==> config.mk <==
export PLATFORM = sky130hd
export DESIGN_NAME = apb_master_bridge_flat
export DESIGN_NICKNAME = d
export VERILOG_FILES = /design/src/rtl/apb_master_bridge_if.sv /design/src/rtl/apb_master_bridge.sv /design/src/flat_wrapper.sv
export SDC_FILE = /design/constraint.sdc
export NUM_CORES = 1
export LEC_CHECK = 0
export CAP_MARGIN = 40
export CORE_MARGIN = 3
export CORE_UTILIZATION = 36
export CTS_CLUSTER_DIAMETER = 60
export DETAILED_ROUTE_END_ITERATION = 7
export PLACE_DENSITY = 0.8
export SYNTH_ARGS = -nofsm -noshare
export SYNTH_HDL_FRONTEND = slang
export SYNTH_SLANG_ARGS = --single-unit
==> constraint.sdc <==
create_clock -name APB_CLK -period 1.45 [get_ports APB_CLK]
set_input_delay 0.2175 -clock APB_CLK [delete_from_list [all_inputs] [get_ports APB_CLK]]
set_output_delay 0.2175 -clock APB_CLK [all_outputs]
set_load 0.03 [all_outputs]
==> src/rtl/apb_master_bridge_if.sv <==
`default_nettype none
// ============================================================================
// Module   : apb_master_bridge_if
// Purpose  : Bundles the command/response handshake and the APB bus seen by
//            apb_master_bridge.
// Ports    : cmd_*   - host command channel (valid/ready)
//            rsp_*   - buffered response channel (valid/ready)
//            APB_*   - APB master-side bus signals
// Modports : master  - the bridge (drives cmd_ready, rsp_*, APB control)
//            slave   - the environment (host + APB slave)
// Revision : 1.0 - initial release
// ============================================================================
interface apb_master_bridge_if #(
    parameter int DATAWIDTH  = 32,
    parameter int STRB_WIDTH = (DATAWIDTH <= 32) ? 4 : 8
);
    // Command channel
    logic                  cmd_valid;
    logic                  cmd_ready;
    logic                  cmd_write;
    logic [DATAWIDTH-1:0]  cmd_addr;
    logic [DATAWIDTH-1:0]  cmd_wdata;
    logic [STRB_WIDTH-1:0] cmd_strb;

    // Response channel
    logic                  rsp_valid;
    logic                  rsp_ready;
    logic [DATAWIDTH-1:0]  rsp_rdata;
    logic                  rsp_err;
    logic                  rsp_timeout;

    // APB bus
    logic                  APB_SEL;
    logic                  APB_ENABLE;
    logic                  APB_WRITE;
    logic [DATAWIDTH-1:0]  APB_ADDR;
    logic [DATAWIDTH-1:0]  APB_WDATA;
    logic [STRB_WIDTH-1:0] APB_STRB;
    logic [2:0]            APB_PROT;
    logic [DATAWIDTH-1:0]  APB_RDATA;
    logic                  APB_READY;
    logic                  APB_SLVERR;

    modport master (
        input  cmd_valid, cmd_write, cmd_addr, cmd_wdata, cmd_strb,
        output cmd_ready,
        output rsp_valid, rsp_rdata, rsp_err, rsp_timeout,
        input  rsp_ready,
        output APB_SEL, APB_ENABLE, APB_WRITE, APB_ADDR, APB_WDATA, APB_STRB, APB_PROT,
        input  APB_RDATA, APB_READY, APB_SLVERR
    );

    modport slave (
        output cmd_valid, cmd_write, cmd_addr, cmd_wdata, cmd_strb,
        input  cmd_ready,
        input  rsp_valid, rsp_rdata, rsp_err, rsp_timeout,
        output rsp_ready,
        input  APB_SEL, APB_ENABLE, APB_WRITE, APB_ADDR, APB_WDATA, APB_STRB, APB_PROT,
        output APB_RDATA, APB_READY, APB_SLVERR
    );
endinterface
`default_nettype wire

==> src/rtl/apb_master_bridge.sv <==
`default_nettype none
// ============================================================================
// Module   : apb_master_bridge
// Purpose  : Single-outstanding APB master. Converts a valid/ready command
//            into an APB SETUP/ACCESS transfer and returns read data, slave
//            error and a watchdog timeout through a buffered response.
// Ports    : APB_CLK    - clock
//            APB_RESETn - asynchronous active-low reset
//            bus        - apb_master_bridge_if.master (cmd_*, rsp_*, APB_*)
// Revision : 1.0 - initial release
// ============================================================================
module apb_master_bridge #(
    parameter int         DATAWIDTH  = 32,
    parameter int         STRB_WIDTH = (DATAWIDTH <= 32) ? 4 : 8,
    parameter int         ADDR_LSB   = DATAWIDTH / 32 + 1,
    parameter int         TIMEOUT    = 16,
    parameter logic [2:0] PROT       = 3'b000
) (
    input  wire logic           APB_CLK,
    input  wire logic           APB_RESETn,
    apb_master_bridge_if.master bus
);

    // Clears the sub-word address bits so every transfer is word aligned.
    localparam logic [DATAWIDTH-1:0] c_ADDR_MASK =
        {{(DATAWIDTH - ADDR_LSB){1'b1}}, {ADDR_LSB{1'b0}}};
    localparam logic [7:0] c_TIMEOUT_LAST = 8'(TIMEOUT - 1);

    typedef enum logic [1:0] {
        S_IDLE   = 2'd0,
        S_SETUP  = 2'd1,
        S_ACCESS = 2'd2,
        S_RESP   = 2'd3
    } state_t;

    state_t                state_q,     state_d;
    logic [7:0]            cnt_q,       cnt_d;
    logic                  cmd_ready_q, cmd_ready_d;
    logic                  sel_q,       sel_d;
    logic                  enable_q,    enable_d;
    logic                  write_q,     write_d;
    logic [DATAWIDTH-1:0]  addr_q,      addr_d;
    logic [DATAWIDTH-1:0]  wdata_q,     wdata_d;
    logic [STRB_WIDTH-1:0] strb_q,      strb_d;
    logic                  rsp_valid_q, rsp_valid_d;
    logic [DATAWIDTH-1:0]  rsp_rdata_q, rsp_rdata_d;
    logic                  rsp_err_q,   rsp_err_d;
    logic                  rsp_to_q,    rsp_to_d;
    logic [2:0]            prot_q;

    // ------------------------------------------------------------------
    // Next-state and next-output logic
    // ------------------------------------------------------------------
    always_comb begin
        state_d     = state_q;
        cnt_d       = cnt_q;
        cmd_ready_d = cmd_ready_q;
        sel_d       = sel_q;
        enable_d    = enable_q;
        write_d     = write_q;
        addr_d      = addr_q;
        wdata_d     = wdata_q;
        strb_d      = strb_q;
        rsp_valid_d = rsp_valid_q;
        rsp_rdata_d = rsp_rdata_q;
        rsp_err_d   = rsp_err_q;
        rsp_to_d    = rsp_to_q;

        case (state_q)
            S_IDLE: begin
                if (bus.cmd_valid) begin
                    state_d     = S_SETUP;
                    cmd_ready_d = 1'b0;
                    sel_d       = 1'b1;
                    write_d     = bus.cmd_write;
                    addr_d      = bus.cmd_addr & c_ADDR_MASK;
                    wdata_d     = bus.cmd_wdata;
                    strb_d      = bus.cmd_write ? bus.cmd_strb : '0;
                end
            end

            S_SETUP: begin
                state_d  = S_ACCESS;
                enable_d = 1'b1;
            end

            S_ACCESS: begin
                // READY is checked first so a completion on the threshold
                // cycle beats the watchdog.
                if (bus.APB_READY) begin
                    state_d     = S_RESP;
                    sel_d       = 1'b0;
                    enable_d    = 1'b0;
                    rsp_valid_d = 1'b1;
                    rsp_rdata_d = (write_q || bus.APB_SLVERR) ? '0 : bus.APB_RDATA;
                    rsp_err_d   = bus.APB_SLVERR;
                    rsp_to_d    = 1'b0;
                end else begin
                    cnt_d = cnt_q + 8'd1;
                    if (cnt_q == c_TIMEOUT_LAST) begin
                        state_d     = S_RESP;
                        sel_d       = 1'b0;
                        enable_d    = 1'b0;
                        rsp_valid_d = 1'b1;
                        rsp_rdata_d = '0;
                        rsp_err_d   = 1'b1;
                        rsp_to_d    = 1'b1;
                    end
                end
            end

            S_RESP: begin
                if (bus.rsp_ready) begin
                    state_d     = S_IDLE;
                    rsp_valid_d = 1'b0;
                    cmd_ready_d = 1'b1;
                    cnt_d       = '0;
                end
            end

            default: begin
                state_d = S_IDLE;
            end
        endcase
    end

    // ------------------------------------------------------------------
    // State and output registers
    // ------------------------------------------------------------------
    always_ff @(posedge APB_CLK or negedge APB_RESETn) begin
        if (!APB_RESETn) begin
            state_q     <= S_IDLE;
            cnt_q       <= '0;
            cmd_ready_q <= 1'b1;
            sel_q       <= 1'b0;
            enable_q    <= 1'b0;
            write_q     <= 1'b0;
            addr_q      <= '0;
            wdata_q     <= '0;
            strb_q      <= '0;
            rsp_valid_q <= 1'b0;
            rsp_rdata_q <= '0;
            rsp_err_q   <= 1'b0;
            rsp_to_q    <= 1'b0;
            prot_q      <= PROT;
        end else begin
            state_q     <= state_d;
            cnt_q       <= cnt_d;
            cmd_ready_q <= cmd_ready_d;
            sel_q       <= sel_d;
            enable_q    <= enable_d;
            write_q     <= write_d;
            addr_q      <= addr_d;
            wdata_q     <= wdata_d;
            strb_q      <= strb_d;
            rsp_valid_q <= rsp_valid_d;
            rsp_rdata_q <= rsp_rdata_d;
            rsp_err_q   <= rsp_err_d;
            rsp_to_q    <= rsp_to_d;
            prot_q      <= PROT;
        end
    end

    assign bus.cmd_ready   = cmd_ready_q;
    assign bus.rsp_valid   = rsp_valid_q;
    assign bus.rsp_rdata   = rsp_rdata_q;
    assign bus.rsp_err     = rsp_err_q;
    assign bus.rsp_timeout = rsp_to_q;
    assign bus.APB_SEL     = sel_q;
    assign bus.APB_ENABLE  = enable_q;
    assign bus.APB_WRITE   = write_q;
    assign bus.APB_ADDR    = addr_q;
    assign bus.APB_WDATA   = wdata_q;
    assign bus.APB_STRB    = strb_q;
    assign bus.APB_PROT    = prot_q;

endmodule
`default_nettype wire

==> src/flat_wrapper.sv <==
// flat-port wrapper written by rule: the top's interface ports become plain ports
module apb_master_bridge_flat 
#(
    parameter int         DATAWIDTH  = 32,
    parameter int         STRB_WIDTH = (DATAWIDTH <= 32) ? 4 : 8,
    parameter int         ADDR_LSB   = DATAWIDTH / 32 + 1,
    parameter int         TIMEOUT    = 16,
    parameter logic [2:0] PROT       = 3'b000
)
  (APB_CLK, APB_RESETn, bus_cmd_valid, bus_cmd_write, bus_cmd_addr, bus_cmd_wdata, bus_cmd_strb, bus_cmd_ready, bus_rsp_valid, bus_rsp_rdata, bus_rsp_err, bus_rsp_timeout, bus_rsp_ready, bus_APB_SEL, bus_APB_ENABLE, bus_APB_WRITE, bus_APB_ADDR, bus_APB_WDATA, bus_APB_STRB, bus_APB_PROT, bus_APB_RDATA, bus_APB_READY, bus_APB_SLVERR);
  apb_master_bridge_if #(.DATAWIDTH(DATAWIDTH), .STRB_WIDTH(STRB_WIDTH)) bus_i ();
  input  wire logic APB_CLK;
  input  wire logic APB_RESETn;
  input wire logic [$bits(bus_i.cmd_valid)-1:0] bus_cmd_valid;
  input wire logic [$bits(bus_i.cmd_write)-1:0] bus_cmd_write;
  input wire logic [$bits(bus_i.cmd_addr)-1:0] bus_cmd_addr;
  input wire logic [$bits(bus_i.cmd_wdata)-1:0] bus_cmd_wdata;
  input wire logic [$bits(bus_i.cmd_strb)-1:0] bus_cmd_strb;
  output wire logic [$bits(bus_i.cmd_ready)-1:0] bus_cmd_ready;
  output wire logic [$bits(bus_i.rsp_valid)-1:0] bus_rsp_valid;
  output wire logic [$bits(bus_i.rsp_rdata)-1:0] bus_rsp_rdata;
  output wire logic [$bits(bus_i.rsp_err)-1:0] bus_rsp_err;
  output wire logic [$bits(bus_i.rsp_timeout)-1:0] bus_rsp_timeout;
  input wire logic [$bits(bus_i.rsp_ready)-1:0] bus_rsp_ready;
  output wire logic [$bits(bus_i.APB_SEL)-1:0] bus_APB_SEL;
  output wire logic [$bits(bus_i.APB_ENABLE)-1:0] bus_APB_ENABLE;
  output wire logic [$bits(bus_i.APB_WRITE)-1:0] bus_APB_WRITE;
  output wire logic [$bits(bus_i.APB_ADDR)-1:0] bus_APB_ADDR;
  output wire logic [$bits(bus_i.APB_WDATA)-1:0] bus_APB_WDATA;
  output wire logic [$bits(bus_i.APB_STRB)-1:0] bus_APB_STRB;
  output wire logic [$bits(bus_i.APB_PROT)-1:0] bus_APB_PROT;
  input wire logic [$bits(bus_i.APB_RDATA)-1:0] bus_APB_RDATA;
  input wire logic [$bits(bus_i.APB_READY)-1:0] bus_APB_READY;
  input wire logic [$bits(bus_i.APB_SLVERR)-1:0] bus_APB_SLVERR;
  assign bus_i.cmd_valid = bus_cmd_valid;
  assign bus_i.cmd_write = bus_cmd_write;
  assign bus_i.cmd_addr = bus_cmd_addr;
  assign bus_i.cmd_wdata = bus_cmd_wdata;
  assign bus_i.cmd_strb = bus_cmd_strb;
  assign bus_cmd_ready = bus_i.cmd_ready;
  assign bus_rsp_valid = bus_i.rsp_valid;
  assign bus_rsp_rdata = bus_i.rsp_rdata;
  assign bus_rsp_err = bus_i.rsp_err;
  assign bus_rsp_timeout = bus_i.rsp_timeout;
  assign bus_i.rsp_ready = bus_rsp_ready;
  assign bus_APB_SEL = bus_i.APB_SEL;
  assign bus_APB_ENABLE = bus_i.APB_ENABLE;
  assign bus_APB_WRITE = bus_i.APB_WRITE;
  assign bus_APB_ADDR = bus_i.APB_ADDR;
  assign bus_APB_WDATA = bus_i.APB_WDATA;
  assign bus_APB_STRB = bus_i.APB_STRB;
  assign bus_APB_PROT = bus_i.APB_PROT;
  assign bus_i.APB_RDATA = bus_APB_RDATA;
  assign bus_i.APB_READY = bus_APB_READY;
  assign bus_i.APB_SLVERR = bus_APB_SLVERR;
  apb_master_bridge #(.DATAWIDTH(DATAWIDTH), .STRB_WIDTH(STRB_WIDTH), .ADDR_LSB(ADDR_LSB), .TIMEOUT(TIMEOUT), .PROT(PROT)) u_core (.APB_CLK(APB_CLK), .APB_RESETn(APB_RESETn), .bus(bus_i));
endmodule
## Word-level counts from Yosys, hierarchy flattened

Cells that the tools add are included.

- Flip-flop bits (word level): 115
- Word-level logic and storage cells: 63
- Output and inout port bits: 110
- Input port bits: 107

- $add $sub $neg: 1
- Reduce and logical (&&, ||, !) cells: 15
- Muxes and demuxes: 26
- Equal/unequal tests: 8

Operators with widths:

| operator | count |
|---|---|
| 2-to-1 mux 32 bit | 3 |
| 2-to-1 mux 8 bit | 2 |
| one-hot mux 8 bit (2 select lines) | 1 |
| AND reduction 3 bit | 5 |
| 2-to-1 mux 1 bit | 10 |
| nonzero test 2 bit | 5 |
| adder 8 x 1 -> 8 bit, second input constant | 1 |
| == test 8 x 4 -> 1 bit, second input constant | 1 |
| 2-to-1 mux 2 bit | 4 |
| one-hot mux 1 bit (2 select lines) | 4 |
| one-hot mux 2 bit (4 select lines) | 1 |
| != test 2 bit, second input constant | 3 |
| AND reduction 2 bit | 3 |
| == test 2 bit, second input constant | 2 |
| 2-to-1 mux 4 bit | 1 |
| != test 3 x 2 -> 1 bit, second input constant | 1 |
| == test 2 x 1 -> 1 bit, second input constant | 1 |
| logical NOT 2 bit | 1 |
| logical OR 1 bit | 1 |

## Longest topological paths before layout

Gate-level depths: netlist (run 1).

- Word-level depth: 4
- Mapped depth: 7
- Depth with buffers taken out: 5

## Worst setup path before layout (run 1)

No wires, ideal clock.

- Path kind: register to register
- Start point: register u_core.state_q[0]
- End point: register u_core.rsp_rdata_q[0] (netlist: u_core.bus.rsp_rdata[0])
- Arrival time: 1468 ps
- Stages on the path, launching flop included: 7
- Path slack: -144 ps
- Buffers on the path: 2
- Clock period less this slack: 1594 ps
- Library setup time: 126 ps
- Data required time: 1324 ps
- Path through: dfrtp_1 -> inv_1 -> ha_1 -> buf_2 -> clkbuf_1 -> nor2b_1 -> a221o_1

- Cells in the longest elaborated chain, start to end: 2

RTL lines:

| element | RTL line | text |
|---|---|---|
| from (decl) | apb_master_bridge.sv:36 | `state_t state_q, state_d;` |
| from (signal assigned) | apb_master_bridge.sv:147 | `state_q <= state_d;` |
| == test 2 bit | apb_master_bridge.sv:69 | `case (state_q)` |
| AND reduction 2 bit (no line) | -- |  |
| to (signal assigned) | apb_master_bridge.sv:157 | `rsp_rdata_q <= rsp_rdata_d;` |
| to (decl) | apb_master_bridge.sv:46 | `logic [DATAWIDTH-1:0] rsp_rdata_q, rsp_rdata_d;` |

Every way passes these cells.
A chain may end at the register's enable or synchronous reset.

## Worst setup path after layout (run 1)

- Start point: register u_core.state_q[1]
- End point: register u_core.cnt_q[6]

- Cells in the longest elaborated chain, start to end: 3
- Elaborated cells on any way between the ends: 7
- Classes of those cells: 4 x eq/ne; 1 x mux; 2 x reduce/logical

RTL lines:

| element | RTL line | text |
|---|---|---|
| == test 2 bit | apb_master_bridge.sv:69 |  |
| != test 2 bit (no line) or nonzero test 2 bit (tied branches) | -- |  |
| AND reduction 3 bit (no line) | -- |  |
| to (signal assigned) | apb_master_bridge.sv:148 | `cnt_q <= cnt_d;` |
| to (decl) | apb_master_bridge.sv:37 | `logic [7:0] cnt_q, cnt_d;` |

Several ways; a longest one is shown, not always the timed one.

==> out/summary.txt, run 1 <==
Final HPWL DP: 10200 um
Syn_area_per_cell: 13.2 um^2
Max Clock Freq: 0.598 GHz
Final setup viols: 105
Top cell family by delay on the critical path: simple AND/OR/NAND/NOR gates
Worst path required time: 1.79 ns
Reg area: 2880 um^2
Crit path capture type: register
Hold Path Class: in2async
Row count: 42
Commonest non-fill, non-tap cell in the layout: dfrtp_1
R2R setup slack: -0.22 ns
Number of diodes: 0
PwrDens: 2370 nW/um^2
Reg2reg start: u_core.state_q[1]
Post-Synthesis Cells: 373
CTS root buf: clkbuf_16
Leak Pwr: 3.91 nW
WP depth: 5
PnR worst setup slack: -0.222 ns
Mux cell area share after synthesis: 15.2%
Post-synthesis xor/xnor area fraction: 0%
Met3 wire len: 1250 um
Max-slew violations: 0
Number of flops mapped to enable cells by yosys: 0
Gpl congestion: 0.825
Met2 WL post-DR: 8260 um
FFs w/ async S/R, synth: 100%
WL/cell: 19.0 um
Tcrit/Tclk final: 115%
Largest family of logic cells by synthesized area: multiplexers
Synth Area in Simple Gates: 9.19%
Total GRT Usage: 20.6%
Die area: 15200 um^2
Via density: 5.07
Peak VDD IR: 0.00157 V
Worst path cell trace: buf_6 > ha_4 > mux2i_4 > or4_4 > a2bb2oi_2
Mapped Area: 4940 um^2
Clk sinks: 115
Worst setup path class: reg2reg
Endpoints failing hold: 0
Worst skew pair latency: 0.40 ns
DR DRC count: 0
Top Metal Used: met4
RSZ-0062 raised after global routing: true
Syn. warnings: 0
ANT nets after route: 0
Multi-input gate area: 2200 um^2
Placed cells: 777
Highest-count cells in the layout ignoring fill and taps: dfrtp_1, clkdlybuf4s50_1, dlygate4sd2_1
Min Tclk post-route: 1.67 ns
Fin cells: 840
Sequential area share after synthesis: 58.3%
Synth unique cells: 46
Post-synthesis to final-layout area growth: 78.6%
Ports: 217
Outcome: finished, violations left
Initial DRC count: 275
CTS buffer count: 17
Reg-to-Reg End: u_core.cnt_q[6]
CP max-delay cell: or4_4
Failing checks: negative setup slack
First-pass iteration count of the detailed router: 4
Max-cap violations: 0
Global-route wire length before repair: 23800 um
Routed vias: 4255
Met1 Wirelength: 6070 um
Port bufs: 209
CP arrival: 2.01 ns
Core area: 13300 um^2
Utilization after layout: 66.1%
Antenna violations before repair: 0
FF-to-FF path depth: 5
Die height: 123 um
Chip width: 123 um
CP peak stage delay: 0.54 ns
Final Skew: 0.00629 ns
Grt ovf: 0
Filler instances: 976
Post-Route Setup TNS: -9.37 ns
Startpoint types: register
Final #Nets: 763
Post-synthesis compound-gate area fraction: 12.2%
CP Buf/Inv Count: 1
Largest net degree at the start of global routing: 47
H-tree depth: 4
Max clock buf depth: 2
Design area: 8820 um^2
#FFs+latches synth: 115
Crit-path max FO: 4
Vias in the first global route: 4510
Fraction of layout cells with a size suffix above 1: 31.5%
CTS tree: done
Adder and majority gate portion of the synthesized area: 1.27%
Detailed-route wire length: 16000 um
Starting density of the core: 37.0%
Clk slew on worst S/H paths: 0.05 ns
Placed instance area: 7530 um^2
Post-synth top flop: dfrtp_1
## cell families after synthesis
logic type / count (synthesis)
AO/OA/AOI/OAI: 75
multiplexers: 67
adder cells (fa/ha/maj): 5
other: 1
flip-flops: 115
AND/OR/NAND/NOR: 77
buffers and inverters: 33
## sequential cells by signal (all words and copies together) (netlist names)
| register | count |
|---|---|
| u_core.bus.APB_ADDR | 30 |
| u_core.bus.APB_ENABLE | 1 |
| u_core.bus.APB_SEL | 1 |
| u_core.bus.APB_STRB | 4 |
| u_core.bus.APB_WDATA | 32 |
| u_core.bus.APB_WRITE | 1 |
| u_core.bus.cmd_ready | 1 |
| u_core.bus.rsp_err | 1 |
| u_core.bus.rsp_rdata | 32 |
| u_core.bus.rsp_timeout | 1 |
| u_core.bus.rsp_valid | 1 |
| u_core.cnt_q | 8 |
| u_core.state_q | 2 |
## through the flow
stage / hold WS, ns / total power [mW] / setup slack (ns)
after floorplan: -0.0781 / 11.2 / -0.0365
after global placement: 0.176 / 15.3 / -0.633
after detailed placement: 0.173 / 15.6 / -0.352
after CTS: 0.315 / 20.5 / -0.214
after global routing: 0.331 / 22.0 / -0.270
final: 0.321 / 20.9 / -0.222
## area by class of cell
cell class | instances | area share (%)
Multi-Input combinational cell | 230 | 25.0
Inverter | 6 | 0.284
Clock inverter | 10 | 2.03
Clock buffer | 22 | 5.15
Sequential cell | 115 | 32.6
Tap cell | 176 | 2.50
Timing Repair Buffer | 281 | 32.5
## worst reg2reg max path: stages (launching register included)
cell and delay (ns):
dfrtp_1 0.41, buf_6 0.15, ha_4 0.17, mux2i_4 0.21
or4_4 0.54, a2bb2oi_2 0.12
## where the power goes
part	internal, mW	switching [mW]
clock network	3.09	1.41
logic	5.03	5.80
registers	4.71	0.902
## cell usage after synthesis, drive strengths merged, types with 2 or more instances
library cell / count / area, um^2
ha: 5 / 62.6
clkbuf: 4 / 15.0
a221o: 33 / 330
mux2i: 4 / 40.0
nor2: 2 / 7.51
o31ai: 2 / 15.0
a32o: 2 / 20.0
buf: 23 / 149
o21ai: 17 / 85.1
nor2b: 35 / 219
inv: 6 / 22.5
and2: 2 / 12.5
o2111ai: 2 / 17.5
dfrtp: 114 / 2850
mux2: 63 / 709
nand4: 2 / 12.5
nand2b: 4 / 25.0
a31oi: 3 / 18.8
a21oi: 8 / 51.3
nor4: 2 / 12.5
nor3: 2 / 20.0
nand3: 3 / 15.0
nand2: 16 / 60.1
## how the worst max path moves through the flow
| stage | startpoint | to | slack [ns] |
|---|---|---|---|
| final | u_core.state_q[1] | u_core.cnt_q[6] | -0.22 |
| after global placement | bus_APB_READY | u_core.bus.rsp_rdata[19] | -0.63 |
| after CTS | u_core.state_q[1] | u_core.bus.APB_ADDR[16] | -0.21 |
| after floorplan | u_core.cnt_q[0] | u_core.bus.rsp_rdata[0] | -0.04 |
| after detailed placement | u_core.state_q[0] | u_core.bus.rsp_valid | -0.35 |
| after global routing | u_core.state_q[0] | u_core.cnt_q[6] | -0.27 |
## routing by layer
metal | up-vias | track usage (%)
li1 | 1930 | -
met4 | 0 | 8.51
met2 | 181 | 35.4
met3 | 32 | 6.13
met1 | 2112 | 24.0
met5 | - | 0
## timing repair
item,CTS,global route
endpoints found under the hold margin,22,0
buffers inserted,21,8
hold buffers,1,0
gates resized for setup,158,88
cloned,8,2
endpoints found under the setup margin,214,140
pin swaps,10,9
No activity file was read; power rests on OpenSTA's default activity.
==> run 2: changes to the inputs <==
- CAP_MARGIN: 40 -> 10
==> out/summary.txt, run 2 (synthesis gave the netlist of run 1 again) <==
Final HPWL DP: 10100 um
Number of diodes: 0
CP peak stage delay: 0.52 ns
Chip width: 123 um
Final #Nets: 776
CTS tree: done
Commonest non-fill, non-tap cell in the layout: dfrtp_1
Clk sinks: 115
WL/cell: 20.4 um
Final setup viols: 103
Max-cap violations: 0
Post-Route Setup TNS: -9.63 ns
Worst path required time: 1.78 ns
Min Tclk post-route: 1.66 ns
H-tree depth: 4
Peak VDD IR: 0.00129 V
Initial DRC count: 238
Max Clock Freq: 0.603 GHz
Worst path cell trace: buf_6 > ha_4 > mux2i_4 > or4_4 > a2bb2oi_2
Grt ovf: 0
Clk slew on worst S/H paths: 0.05 ns
Detailed-route wire length: 17300 um
R2R setup slack: -0.21 ns
First-pass iteration count of the detailed router: 4
Ports: 217
CTS buffer count: 17
Tcrit/Tclk final: 114%
Vias in the first global route: 4714
Fin cells: 852
Design area: 9060 um^2
Max-slew violations: 0
PnR worst setup slack: -0.209 ns
CTS root buf: clkbuf_16
Final Skew: 0.00868 ns
Max clock buf depth: 2
Die area: 15200 um^2
Placed instance area: 7510 um^2
Row count: 42
Largest net degree at the start of global routing: 47
Port bufs: 209
CP arrival: 1.99 ns
CP max-delay cell: or4_4
PwrDens: 2360 nW/um^2
Worst setup path class: reg2reg
Crit path capture type: register
Global-route wire length before repair: 24900 um
Via density: 5.15
Leak Pwr: 4.06 nW
Routed vias: 4386
Endpoints failing hold: 0
Starting density of the core: 37.0%
RSZ-0062 raised after global routing: true
Total GRT Usage: 21.7%
Failing checks: negative setup slack
Die height: 123 um
Crit-path max FO: 4
Outcome: finished, violations left
ANT nets after route: 0
Startpoint types: register
Gpl congestion: 0.825
Placed cells: 776
Utilization after layout: 67.9%
Antenna violations before repair: 0
Post-synthesis to final-layout area growth: 83.5%
Overall Power: 21.3 mW
DR DRC count: 0
Core area: 13300 um^2
Fraction of layout cells with a size suffix above 1: 35.2%
Hold Path Class: in2async
Worst skew pair latency: 0.40 ns
Highest-count cells in the layout ignoring fill and taps: dfrtp_1, clkdlybuf4s50_1, dlygate4sd2_1
## run 2: layout make-up
cell class | count | area (um^2)
clock buffer | 20 | 457
timing repair buffer | 294 | 3040
inverter | 6 | 27.5
multi-input combinational | 230 | 2310
fill | 973 | 4280
tap | 176 | 220
clock inverter | 11 | 135
sequential | 115 | 2880
## run 2: stage by stage
step / worst slack, ns / hold WS (ns)
final: -0.209 / 0.306
after global routing: -0.239 / 0.324
after CTS: -0.206 / 0.320
after detailed placement: -0.723 / 0.178
after global placement: -0.633 / 0.176
after floorplan: -0.0365 / -0.0781
## run 2: final timing paths
| kind | from | end | cells after the start |
|---|---|---|---|
| worst max-delay path | u_core.state_q[1] | u_core.cnt_q[6] | 5 |
| worst max register to register | u_core.state_q[1] | u_core.cnt_q[6] | 5 |
| min in group APB_CLK | bus_cmd_strb[3] | u_core.bus.APB_STRB[3] | 3 |
| worst min register to register | u_core.bus.APB_ADDR[12] | u_core.bus.APB_ADDR[12] | 1 |
| max in group asynchronous | APB_RESETn | u_core.bus.APB_ADDR[5] | 3 |
| worst min-delay path | APB_RESETn | u_core.cnt_q[3] | 2 |
## run 2: power by group
| part | leakage (nW) | switching [mW] | total, mW | internal (mW) |
|---|---|---|---|---|
| clock | 0.291 | 1.41 | 4.17 | 2.76 |
| combinational | 2.43 | 6.03 | 11.5 | 5.47 |
| sequential | 1.33 | 0.967 | 5.68 | 4.72 |
## run 2: repair_timing
action,CTS,global route
gates resized for setup,185,107
setup buffers,31,9
endpoints found under the setup margin,214,136
cloned,13,4
hold buffers,1,0
pin swaps,15,25
endpoints found under the hold margin,22,0
## run 2: layer usage
metal / vias to the layer above / GRT usage (%) / share of wire (%)
met1: 2215 / 25.6 / 40
li1: 1964 / - / -
met2: 184 / 37.3 / 52
met4: 0 / 7.96 / 1.5
met5: - / 0 / 0
met3: 23 / 6.68 / 7.2
## run 2: critical path: cells and delay by family, from the launching register on
kind / cells / cell delay, ns
AO/OA/AOI/OAI: 1 / 0.13
adder cells (fa/ha/maj): 1 / 0.17
buffers and inverters: 1 / 0.15
flip-flops: 1 / 0.41
multiplexers: 1 / 0.20
AND/OR/NAND/NOR: 1 / 0.52
